### config.mk
export PLATFORM = sky130hd
export DESIGN_NAME = regfile_port_sequencer
export DESIGN_NICKNAME = d
export VERILOG_FILES = /design/src/rtl/regfile_port_sequencer.sv
export SDC_FILE = /design/constraint.sdc
export NUM_CORES = 1
export LEC_CHECK = 0
export BUFFER_PORTS_ARGS = -buffer_cell sky130_fd_sc_hd__buf_2
export CORE_ASPECT_RATIO = 1.75
export CORE_MARGIN = 5
export CORE_UTILIZATION = 41
export DETAILED_ROUTE_END_ITERATION = 16
export PLACE_DENSITY = 0.82
export SLEW_MARGIN = 0
export SYNTH_ARGS = -nofsm -noshare
export SYNTH_HDL_FRONTEND = slang
export SYNTH_SLANG_ARGS = --single-unit
### constraint.sdc
create_clock -name clock -period 1.44 [get_ports clock]
set_input_delay 0.144 -clock clock [delete_from_list [all_inputs] [get_ports clock]]
set_output_delay 0.144 -clock clock [all_outputs]
set_load 0.01 [all_outputs]
### src/rtl/regfile_port_sequencer.sv
// Initiator for an 8-register file whose reads are registered and whose read address 1 is also the write address.
// Define RF_WB_FUSE_EN to fuse a writeback into a same-cycle fetch of that register.
module regfile_port_sequencer #(
  parameter int AW = 3,
  parameter int DW = 8
) (
  input  logic          clock,
  input  logic          reset,
  input  logic          req_valid,
  output logic          req_ready,
  input  logic [AW-1:0] req_rs1,
  input  logic [AW-1:0] req_rs2,
  input  logic          req_imm,
  input  logic [DW-1:0] req_imm_val,
  input  logic          wb_valid,
  output logic          wb_ready,
  input  logic [AW-1:0] wb_rd,
  input  logic [DW-1:0] wb_data,
  output logic          op_valid,
  input  logic          op_ready,
  output logic [DW-1:0] op_a,
  output logic [DW-1:0] op_b,
  output logic [AW-1:0] rf_readRegister1,
  output logic [AW-1:0] rf_readRegister2,
  output logic          rf_immediate,
  output logic [DW-1:0] rf_ltValue,
  output logic          rf_regWrite,
  output logic [DW-1:0] rf_writeData,
  input  logic [DW-1:0] rf_readData1,
  input  logic [DW-1:0] rf_readData2
);

  localparam logic [2:0] IDLE  = 3'd0;
  localparam logic [2:0] WRITE = 3'd1;
  localparam logic [2:0] ISSUE = 3'd2;
  localparam logic [2:0] WAIT  = 3'd3;
  localparam logic [2:0] HOLD  = 3'd4;

  logic [2:0] state;
  logic       immLatched;
  logic       fusedA;
  logic       fusedB;
  logic       fuseHit;
  logic       wbAccept;
  logic       reqAccept;

  always_comb begin
    fuseHit = 1'b0;
`ifdef RF_WB_FUSE_EN
    fuseHit = wb_valid && req_valid && (wb_rd == req_rs1);
`else
    fuseHit = 1'b0;
`endif
  end

  // Handshake and strobe outputs are decoded from state and squashed while reset is high.
  always_comb begin
    wb_ready     = !reset && (state == IDLE);
    req_ready    = !reset && (state == IDLE) && (!wb_valid || fuseHit);
    op_valid     = !reset && (state == HOLD);
    rf_immediate = !reset && (state == ISSUE) && immLatched;
    rf_regWrite  = !reset && ((state == WRITE) || ((state == ISSUE) && fusedA));
    wbAccept     = wb_valid && wb_ready;
    reqAccept    = req_valid && req_ready;
  end

  always_ff @(posedge clock) begin
    if (reset) begin
      state            <= IDLE;
      op_a             <= '0;
      op_b             <= '0;
      rf_readRegister1 <= '0;
      rf_readRegister2 <= '0;
      rf_ltValue       <= '0;
      rf_writeData     <= '0;
      immLatched       <= 1'b0;
      fusedA           <= 1'b0;
      fusedB           <= 1'b0;
    end else begin
      case (state)
        IDLE: begin
          if (wbAccept && reqAccept) begin
            rf_readRegister1 <= req_rs1;
            rf_readRegister2 <= req_rs2;
            rf_ltValue       <= req_imm_val;
            immLatched       <= req_imm;
            rf_writeData     <= wb_data;
            fusedA           <= 1'b1;
            fusedB           <= !req_imm && (req_rs2 == wb_rd);
            state            <= ISSUE;
          end else if (wbAccept) begin
            rf_readRegister1 <= wb_rd;
            rf_writeData     <= wb_data;
            state            <= WRITE;
          end else if (reqAccept) begin
            rf_readRegister1 <= req_rs1;
            rf_readRegister2 <= req_rs2;
            rf_ltValue       <= req_imm_val;
            immLatched       <= req_imm;
            fusedA           <= 1'b0;
            fusedB           <= 1'b0;
            state            <= ISSUE;
          end
        end
        WRITE: state <= IDLE;
        ISSUE: state <= WAIT;
        // A fused write lands on the same edge as the read, so the file returns stale data; bypass it.
        WAIT: begin
          op_a  <= fusedA ? rf_writeData : rf_readData1;
          op_b  <= fusedB ? rf_writeData : rf_readData2;
          state <= HOLD;
        end
        HOLD: begin
          if (op_ready) state <= IDLE;
        end
        default: state <= IDLE;
      endcase
    end
  end

endmodule

* Word level (Yosys, flattened, before mapping) *
Cells that the tools add are included.
W data, S select, Z words.

cells by class
  equal/unequal tests = 8
  multiplexer cells = 25
  reduce and logical (&&, ||, !) cells = 23

operators with widths
  operator              count
  $mux W8               7
  $mux W3               10
  $pmux W3 S4           1
  $logic_and A1 B1 Y1   11
  $mux W1               7
  $eq A3 B2 Y1 const B  2
  $reduce_and A2 Y1     3
  $ne A4 B3 Y1 const B  1
  $reduce_bool A2 Y1    2
  $eq A3 B1 Y1 const B  1
  $eq A3 B3 Y1          1
  $eq A3 B3 Y1 const B  1
  $logic_not A1 Y1      3
  $logic_not A3 Y1      1
  $reduce_and A3 Y1     1
  $reduce_bool A3 Y1    1
  $ne A2 B1 Y1 const B  1
  $ne A2 B2 Y1 const B  1
  $logic_or A1 B1 Y1    1

word-level totals
  bits in registers = 44
  input port bits = 47
  output and inout bits = 43
  logic and storage cells = 66

* Logic depth before layout (Yosys ltp) *
Gate-level depths: netlist (run 1).

  depth in word-level cells = 8
  mapped depth = 7
  depth with buffers taken out = 4

* Worst setup path after synthesis (run 1) *
No wires, ideal clock.

  path type = register to register
  from = reg state[1]
  to = reg immLatched
  setup time = 0.132 ns
  data arrival time = 1.397 ns
  required time = 1.308 ns
  setup slack = -0.089 ns
  cell stages (with the launch flop) = 7
  buffers on the path = 3
  period minus slack after synthesis = 1.529 ns
  path through = dfxtp_1 > buf_6 > or4_4 > buf_6 > buf_2 > o21ai_1 > a21oi_1

between the ends
  cells in the longest elaborated chain, start to end = 7
  elaborated cells between the ends (all ways) = 10
  classes of those cells = eq/ne: 1; mux: 1; reduce/logical: 8

RTL lines
  item                                                                        RTL line    text
  from (decl)                                                                 39          logic [2:0] state;
  from (signal assigned)                                                      69          state <= IDLE;
  from (signal assigned)                                                      90          state <= ISSUE;
  from (signal assigned)                                                      94          state <= WRITE;
  $logic_not A3 Y1 (*)                                                        58, 59, 80
  $logic_and A1 B1 Y1                                                         58, 59
  $logic_and A1 B1 Y1                                                         59          req_ready = !reset && (state == IDLE) && (!wb_valid || fuseHit);
  $logic_and A1 B1 Y1                                                         64          reqAccept = req_valid && req_ready;
  $logic_and A1 B1 Y1                                                         82          if (wbAccept && reqAccept) begin
  $ne A2 B1 Y1 (no source line) / $reduce_bool A2 Y1 (equally long branches)  -
  $reduce_and A3 Y1 (no source line)                                          -
  to (signal assigned)                                                        86          immLatched <= req_imm;
  to (signal assigned)                                                        99          immLatched <= req_imm;
  to (decl)                                                                   40          logic immLatched;

Every way passes the cells marked *; elsewhere a longest branch is shown, timed or not.
A chain may end at the register's enable or synchronous reset.

* Worst setup path in the final report (run 1) *
  from = reg state[1]
  to = out req_ready

between the ends
  cells in the longest elaborated chain, start to end = 3

RTL lines
  item                               RTL line  text
  $logic_not A3 Y1                   59
  $logic_and A1 B1 Y1 (2 in series)  59
  to (decl)                          10        output logic req_ready,

Every way passes these cells.

==> results.cfg, run 1 <==
[outcome]
status = complete, but fails checks
violations = negative setup slack

[detailed_routing]
drtAntennaViolNets = 0
vias = 2023
drc = 0
drt-initial-drc-count = 53
wl_mm = 6.70
via_per_inst = 5.54
drtPass1Iterations = 4
wl_per_cell_um = 18.4

[critical_path]
cp_max_fo = 4
path_buf_inv = 2
crit_required_ns = 1.30
endpoint_kind = output pin
slowest_delay_ns = 0.56
crit_chain = or4_4 -> buf_6 -> nor2_4 -> buf_6
crit_slowest_cell = or4_4
reg2reg_slack_ns = -0.22
cp_top_family = simple AND/OR/NAND/NOR gates
cp_common_cell = buf_6
cp-start-kind = flip-flop
worstSetupPathType = reg2out
arrival_ns = 1.55

[hold_path]
hp-class = in2reg

[pwr]
max-vdd-ir-drop_mv = 0.961
power_density_nw_per_um2 = 922
p_leak_nw = 1.23

[synthesis]
ys_ff_latch = 44
synthFlopType = dfxtp_1
netlist_instances = 207
synth_edf_count = 0
synth.most_common_cell = dfxtp_1
synth_top_area_share_pct = 47.2
yosysTopAreaCell = dfxtp_1
yosys.cell_types.count = 26
synth.area.top_cells = dfxtp_1 47%, mux2i_1 8.6%, a211oi_1 6.4%
seq_area_frac_synth_pct = 47.2
ys_warn_count = 0
syn_area_um2 = 1870
synthTopCellsByCount = 44 x dfxtp_1, 23 x a21oi_1, 23 x nor2_1
synth_area_per_cell_um2 = 9.02
async_reset_ff_share_pct = 0
syn_nets = 254

[sta]
finalCritPeriodShare_pct = 117
final.setup.worst_slack_ns = -0.252
rsz0062_at_grt = true
whs_ns = 0.0900
worst_slew_pin_slew_ns = 0.639
finalHoldViolCount = 0
fin_crit_ns = 1.69
maxSlewViolCount = 0
skew_ns = 0.00496
setup_violations = 29
fmax_mhz = 591
relSlewSlack_pct = 57.4

[cts]
clk_path_buf_depth = 2
cts_buffers = 5
clkLatencyLatePin_ns = 0.30
htree_levels = 2
clock-root-buffer = clkbuf_8
cts_sinks = 44
hold_buffers = 0
cts_tree = done
clkTransAtPathRegs_ns = 0.08

[global_route]
grt_pass1_wl_mm = 9.69
antenna_found_initial = 0
grt_start_max_net_pins = 42
grt.total_usage_pct = 20.8
grt_pass1_vias = 2101
overflow = 0

[flow_run]
cap_viol_max_count = 0

[final_layout]
syn2layout_area_growth_pct = 56.6
fin_nets = 360
drive_gt1_share_pct = 55.1
diodes = 0
fin_util_pct = 66.4

[place]
place_hpwl_mm = 4.09
place_congestion = 0.810
portBuffers = 89
dp_slack_ns = -0.0484

[die]
io_pins = 90
initial_utilization_pct = 42.4
die_x_um = 61.0
die_h_um = 99.3
coreArea_um2 = 4400
rows = 32
die_area_um2 = 6060
-- layout make-up --
cell class                      count  area (µm²)
Timing Repair Buffer              119         817
Clock inverter                      2        10.0
Multi-Input combinational cell    141        1050
Tap cell                           51        63.8
Sequential cell                    44         885
Clock buffer                        6        82.6
Inverter                            2        12.5
Fill cell                         353        1480
-- repair_timing --
action,CTS,global route
gates cloned,2,2
gates resized for setup,37,23
pin swaps,10,16
buffers inserted,7,2
endpoints found under the setup margin,25,35
endpoints found under the hold margin,0,0
-- registers in the layout (all words and copies together) (netlist names), 3 cells and up --
signal and count:
rf_writeData 8, rf_readRegister2 3, rf_ltValue 8, op_a 8, op_b 8, rf_readRegister1 3
state 3
-- worst paths after layout --
path / from / to / depth (start not counted)
max: state[1] / req_ready / 4
max reg2reg: state[1] / immLatched / 6
min: req_imm_val[3] / rf_ltValue[3] / 3
min reg2reg: rf_ltValue[4] / rf_ltValue[4] / 2
-- per-layer routing --
metal | global-route usage [%] | vias up | share of wire, %
met4 | 9.02 | 0 | 2.8
met2 | 36.1 | 81 | 55
met3 | 6.23 | 17 | 6.4
met1 | 22.3 | 969 | 35
met5 | 0 | - | 0
li1 | - | 956 | -
-- logic make-up after synthesis --
logic type             Yosys count  synth area share (%)
AO/OA/AOI/OAI                   61                  18.8
buffers and inverters           22                  6.63
flip-flops                      44                  47.2
multiplexers                    17                  9.18
AND/OR/NAND/NOR                 63                  18.2
-- report_power, final --
part | switching (W) | internal, W | leakage [nW]
clock network | 0.000428 | 0.000383 | 0.0510
logic | 0.000297 | 0.000288 | 0.817
registers | 0.0000371 | 0.00126 | 0.358
total | 0.000761 | 0.00193 | 1.23
-- per-stage QoR --
step,TNS (ns),std cells,power (W),instance area [µm²]
after detailed placement,-0.314,344,0.00173,2440
after global placement,0,344,0.00172,2440
after CTS,-2.18,361,0.00263,2770
after floorplan,0,207,0.00155,1890
after global routing,-4.80,365,0.00281,2920
final,-3.73,365,0.00270,2920
-- cell usage in the layout, fill, tap and decap left out, types with 3 or more instances in the layout --
| cell type | Yosys | final |
|---|---|---|
| dfxtp_1 | 44 | 41 |
| nand3_1 | 20 | 19 |
| nor4_2 | 3 | 3 |
| nor2_1 | 23 | 20 |
| a21oi_1 | 23 | 16 |
| o21ai_1 | 20 | 3 |
| buf_2 | 7 | 87 |
| a211oi_1 | 16 | 16 |
| o21ai_2 | 0 | 16 |
| buf_6 | 4 | 9 |
| buf_4 | 0 | 15 |
| nor3_4 | 0 | 4 |
| buf_12 | 0 | 3 |
| dfxtp_2 | 0 | 3 |
| mux2i_1 | 16 | 16 |
| clkbuf_8 | 0 | 6 |
| a21oi_2 | 0 | 7 |
-- worst reg2reg max path: cells and delay by family (launching register included) --
| kind | cells | cell delay (ns) |
|---|---|---|
| buffers and inverters | 3 | 0.44 |
| DFF | 1 | 0.34 |
| AOI/OAI and AO/OA | 2 | 0.20 |
| and+or+nand+nor | 1 | 0.56 |
(Power assumes the default switching activity.)
==> run 2, diff against run 1 <==
clock period = 1.55 ns   (was 1.44 ns; I/O delays follow)
==> run 2 against run 1 <==
The run still ends with negative setup slack left. Worst hold slack gained 0.017 ns. Global-route usage decreased by 1.7 points. Clock power fell by 6.8%. Combinational power down 16%. Wire length fell by 8.3%. Sequential share of layout area up 1.3 points. Core utilization shrank 2.7 points. First-iteration DRC count increased by 40%. Critical path type unchanged. Largest power group unchanged.
==> results.cfg, run 2 (synthesis gave the netlist of run 1 again) <==
[cts]
clkLatencyLatePin_ns = 0.30
cts_sinks = 44
cts_tree = done
cts_buffers = 5
clkTransAtPathRegs_ns = 0.08
hold_buffers = 0
clk_path_buf_depth = 2
clock-root-buffer = clkbuf_8
htree_levels = 2

[pwr]
power.total_w = 0.00245
power_density_nw_per_um2 = 876
p_leak_nw = 1.15
max-vdd-ir-drop_mv = 0.880

[place]
dp_slack_ns = 0.0250
place_congestion = 0.746
portBuffers = 89
place_hpwl_mm = 4.01

[detailed_routing]
via_per_inst = 5.48
wl_mm = 6.15
drtPass1Iterations = 4
drt-initial-drc-count = 74
drc = 0
vias = 1944
drtAntennaViolNets = 0
wl_per_cell_um = 17.3

[final_layout]
nFillCells = 386
layout_common_cells = 87 x buf_2, 42 x dfxtp_1, 21 x nor2_1
final_common_cell = buf_2
fin_nets = 350
diodes = 0
syn2layout_area_growth_pct = 50.2
drive_gt1_share_pct = 50.3

[hold_path]
min_path_cells = 3
hp-class = in2reg

[sta]
tns_ns = -1.27
relSlewSlack_pct = 40.3
worst_slew_pin_slew_ns = 0.895
rsz0062_at_grt = true
final.setup.worst_slack_ns = -0.105
fin_crit_ns = 1.66
finalCritPeriodShare_pct = 107
skew_ns = 0.00450
maxSlewViolCount = 0
setup_violations = 21
finalHoldViolCount = 0
fmax_mhz = 604

[global_route]
antenna_found_initial = 0
grt_pass1_wl_mm = 8.81
grt.met3_usage_pct = 5.71
busiest_layer = met2
grt.total_usage_pct = 19.1
grt_start_max_net_pins = 34
use_met2_pct = 33.5
grt_use_met1_pct = 20.5
grt_pass1_vias = 1904
overflow = 0

[critical_path]
cp_max_fo = 3
crit_required_ns = 1.39
arrival_ns = 1.50
worstSetupPathType = reg2out
reg2reg_depth = 7
cp-start-kind = flip-flop
reg2reg_slack_ns = -0.11
endpoint_kind = output pin

[die]
io_pins = 90
coreArea_um2 = 4400
rows = 32
initial_utilization_pct = 42.4
die_h_um = 99.3
die_area_um2 = 6060
die_x_um = 61.0

[outcome]
violations = negative setup slack
status = complete, but fails checks

[flow_run]
cap_viol_max_count = 0
==> run 2: cell types whose count changed in the layout (fill, tap and decap cells not counted), sizes merged <==
cell / before / now
buf: 117 / 107
clkinvlp: 0 / 1
clkbuf: 8 / 9
inv: 1 / 2
clkinv: 3 / 0
==> run 2: cell type report <==
class                           count  area (µm²)  area share, %
Clock buffer                        7        86.3           3.08
Clock inverter                      1        7.51          0.268
Inverter                            2        15.0          0.535
Sequential cell                    44         886           31.6
Multi-Input combinational cell    141        1030           36.8
Timing Repair Buffer              109         714           25.5
Tap cell                           51        63.8           2.28
==> run 2: what timing repair did <==
action / CTS / global route
resized for setup: 12 / 39
pin swaps: 1 / 25
setup buffers: 5 / 1
hold endpoints to repair: 0 / 0
setup endpoints to repair: 4 / 30
cloned: 0 / 2
==> run 2: power by group <==
group,internal (W),total [W],switching [W]
sequential,0.00117,0.00121,0.0000330
clock,0.000362,0.000756,0.000394
combinational,0.000236,0.000493,0.000257
total,0.00177,0.00245,0.000683
==> run 2: final timing paths <==
| path | to | start |
|---|---|---|
| setup / recovery | wb_ready | state[0] |
| hold / removal | rf_writeData[5] | wb_data[5] |
| setup reg to reg | rf_ltValue[4] | state[0] |
| hold reg to reg | rf_ltValue[1] | rf_ltValue[1] |
==> run 2: metal layers <==
layer | up-vias | routed length (µm)
li1 | 937 | -
met1 | 899 | 2220
met2 | 91 | 3290
met3 | 17 | 464
met4 | 0 | 178
met5 | - | 0
==> run 2: through the flow <==
step                      util, %  cells  instance area, µm²  hold WS [ns]
after floorplan                 -    207                1870         0.303
after global routing         63.7    355                2800         0.104
after CTS                    58.0    352                2550        0.0935
after detailed placement     54.0    339                2380         0.416
after global placement       54.0    339                2380         0.410
final                        63.7    355                2800         0.107
==> run 2: critical path, stage by stage, from the launching register on <==
cell	delay [ns]
dfxtp_2	0.34
or4_4	0.54
buf_6	0.16
inv_8	0.06
buf_6	0.10
==> run 3, diff against run 2 <==
SETUP_SLACK_MARGIN = 0.4   (was unset)
==> run 3 against run 2 <==
The flow still finishes with violations (negative setup slack). Wire length is 16% higher. Cell count is 2.5% higher. Largest power group unchanged. Combinational power is 17% higher. Flip-flop and latch count stayed put. Via count is 6.2% higher. Non-clock buffer count is 11 higher. Sequential share of layout area is 3.9 points lower. Die area stayed put. Total power is 6.1% higher.
==> results.cfg, run 3 (synthesis gave the netlist of run 1 again) <==
[sta]
finalCritPeriodShare_pct = 107
maxSlewViolCount = 0
final.setup.worst_slack_ns = -0.114
whs_ns = 0.120
fin_crit_ns = 1.66
fmax_mhz = 601
setup_violations = 18
skew_ns = 0.00900
worst_slew_pin_slew_ns = 0.494
rsz0062_at_grt = true
relSlewSlack_pct = 66.6
finalHoldViolCount = 0

[detailed_routing]
wl_mm = 7.13
drtPass1Iterations = 4
wl_per_cell_um = 19.6
drc = 0
drtAntennaViolNets = 0
via_per_inst = 5.67
vias = 2065
drt-initial-drc-count = 51

[critical_path]
r2r_start = state[2]
cp_common_cell = buf_12
cp_top_family = simple AND/OR/NAND/NOR gates
reg2reg_depth = 7
cp-start-kind = flip-flop
path_buf_inv = 4
crit_chain = or4_4 -> buf_12 -> clkinv_8 -> buf_8 -> buf_12 -> nand3_2 -> a21oi_2
crit_required_ns = 1.76
worstSetupPathType = reg2reg
arrival_ns = 1.87
cp_max_fo = 8
r2r-end = rf_ltValue[0]
slowest_delay_ns = 0.55
crit_slowest_cell = or4_4
reg2reg_slack_ns = -0.11
endpoint_kind = flip-flop

[pwr]
power_density_nw_per_um2 = 816
max-vdd-ir-drop_mv = 0.627
p_leak_nw = 1.27

[outcome]
status = complete, but fails checks
violations = negative setup slack

[flow_run]
cap_viol_max_count = 0

[final_layout]
drive_gt1_share_pct = 65.8
syn2layout_area_growth_pct = 71.0
fin_cells = 364
fin_util_pct = 72.5
layout_common_cells = 86 x buf_2, 41 x dfxtp_1, 17 x a21oi_2
final_common_cell = buf_2
diodes = 0
fin_nets = 361
final_cell_area_um2 = 3190
nFillCells = 321

[die]
die_x_um = 61.0
die_area_um2 = 6060
initial_utilization_pct = 42.4
io_pins = 90
die_h_um = 99.3
coreArea_um2 = 4400
rows = 32

[cts]
hold_buffers = 0
clkLatencyLatePin_ns = 0.28
cts_sinks = 44
cts_tree = done
clkTransAtPathRegs_ns = 0.08
cts_buffers = 5
clk_path_buf_depth = 2
clock-root-buffer = clkbuf_8
htree_levels = 2

[place]
place_congestion = 0.745
dp_slack_ns = 0.0156
post_dp_cell_area_um2 = 2440
portBuffers = 89
dp.cells = 341
place_hpwl_mm = 3.96

[hold_path]
min_path_cells = 3
hp-class = in2reg
hp-start = wb_data[1]
hold-path-endpoint = rf_writeData[1]

[global_route]
grt_pass1_vias = 2105
grt.total_usage_pct = 21.3
overflow = 0
grt_start_max_net_pins = 28
antenna_found_initial = 0
grt_pass1_wl_mm = 9.84
==> run 3: cell types whose count changed in the layout (fill, tap and decap cells not counted), moves of 4 or more <==
cell,before,now
nor2_4,2,10
a21oi_1,15,6
a21oi_2,8,17
o21ai_1,17,13
a211oi_2,0,15
buf_6,5,13
a211oi_1,16,0
o21ai_2,3,7
nor2_1,21,12
==> run 3: metrics by stage <==
step | total power [W] | TNS [ns]
6_report | 0.00260 | -0.906
5_1_grt | 0.00271 | -2.00
4_1_cts | 0.00254 | -0.597
3_5_place_dp | 0.00159 | 0
3_3_place_gp | 0.00159 | 0
2_1_floorplan | 0.00145 | 0
==> run 3: worst max path at each step <==
| stage | startpoint | cells after the start | endpoint | slack, ns |
|---|---|---|---|---|
| CTS | state[0] | 4 | req_ready | -0.11 |
| detailed placement | state[0] | 4 | rf_readRegister1[1] | 0.02 |
| global route | state[2] | 7 | rf_ltValue[0] | -0.15 |
| floorplan | state[0] | 6 | rf_readRegister2[0] | 0.11 |
| global placement | state[0] | 4 | req_ready | 0.07 |
| finish | state[2] | 7 | rf_ltValue[0] | -0.11 |
==> run 3: area by class of cell <==
cell class / count / area, µm² / area share (%)
Clock buffer: 5 / 68.8 / 2.16
Timing Repair Buffer: 120 / 860 / 26.9
Sequential cell: 44 / 885 / 27.7
Multi-Input combinational cell: 141 / 1260 / 39.6
Tap cell: 51 / 63.8 / 2.00
Inverter: 2 / 20.0 / 0.627
Clock inverter: 1 / 30.0 / 0.941
==> run 3: tightest hold or removal path, delay by kind of cell <==
kind            cells  cell delay, ns
simple gates        1            0.05
compound gates      1            0.05
buf+inv             1            0.10
==> run 3: routing by layer <==
metal	vias to the layer above	global-route usage (%)	wire [µm]
li1	954	-	-
met1	1000	22.8	2370
met2	89	38.8	4100
met3	22	3.90	378
met4	0	8.85	289
met5	-	0	0
==> run 3: timing repair <==
action,in CTS,in global routing
endpoints found under the setup margin,47,47
pin swaps,33,14
buffers inserted,13,1
gates cloned,3,0
resized for setup,63,41
==> run 3: report_power, final <==
group	internal (W)	switching, W	leakage (nW)
clock	0.000463	0.000356	0.0501
combinational	0.000272	0.000303	0.861
sequential	0.00117	0.0000373	0.358
total	0.00191	0.000696	1.27
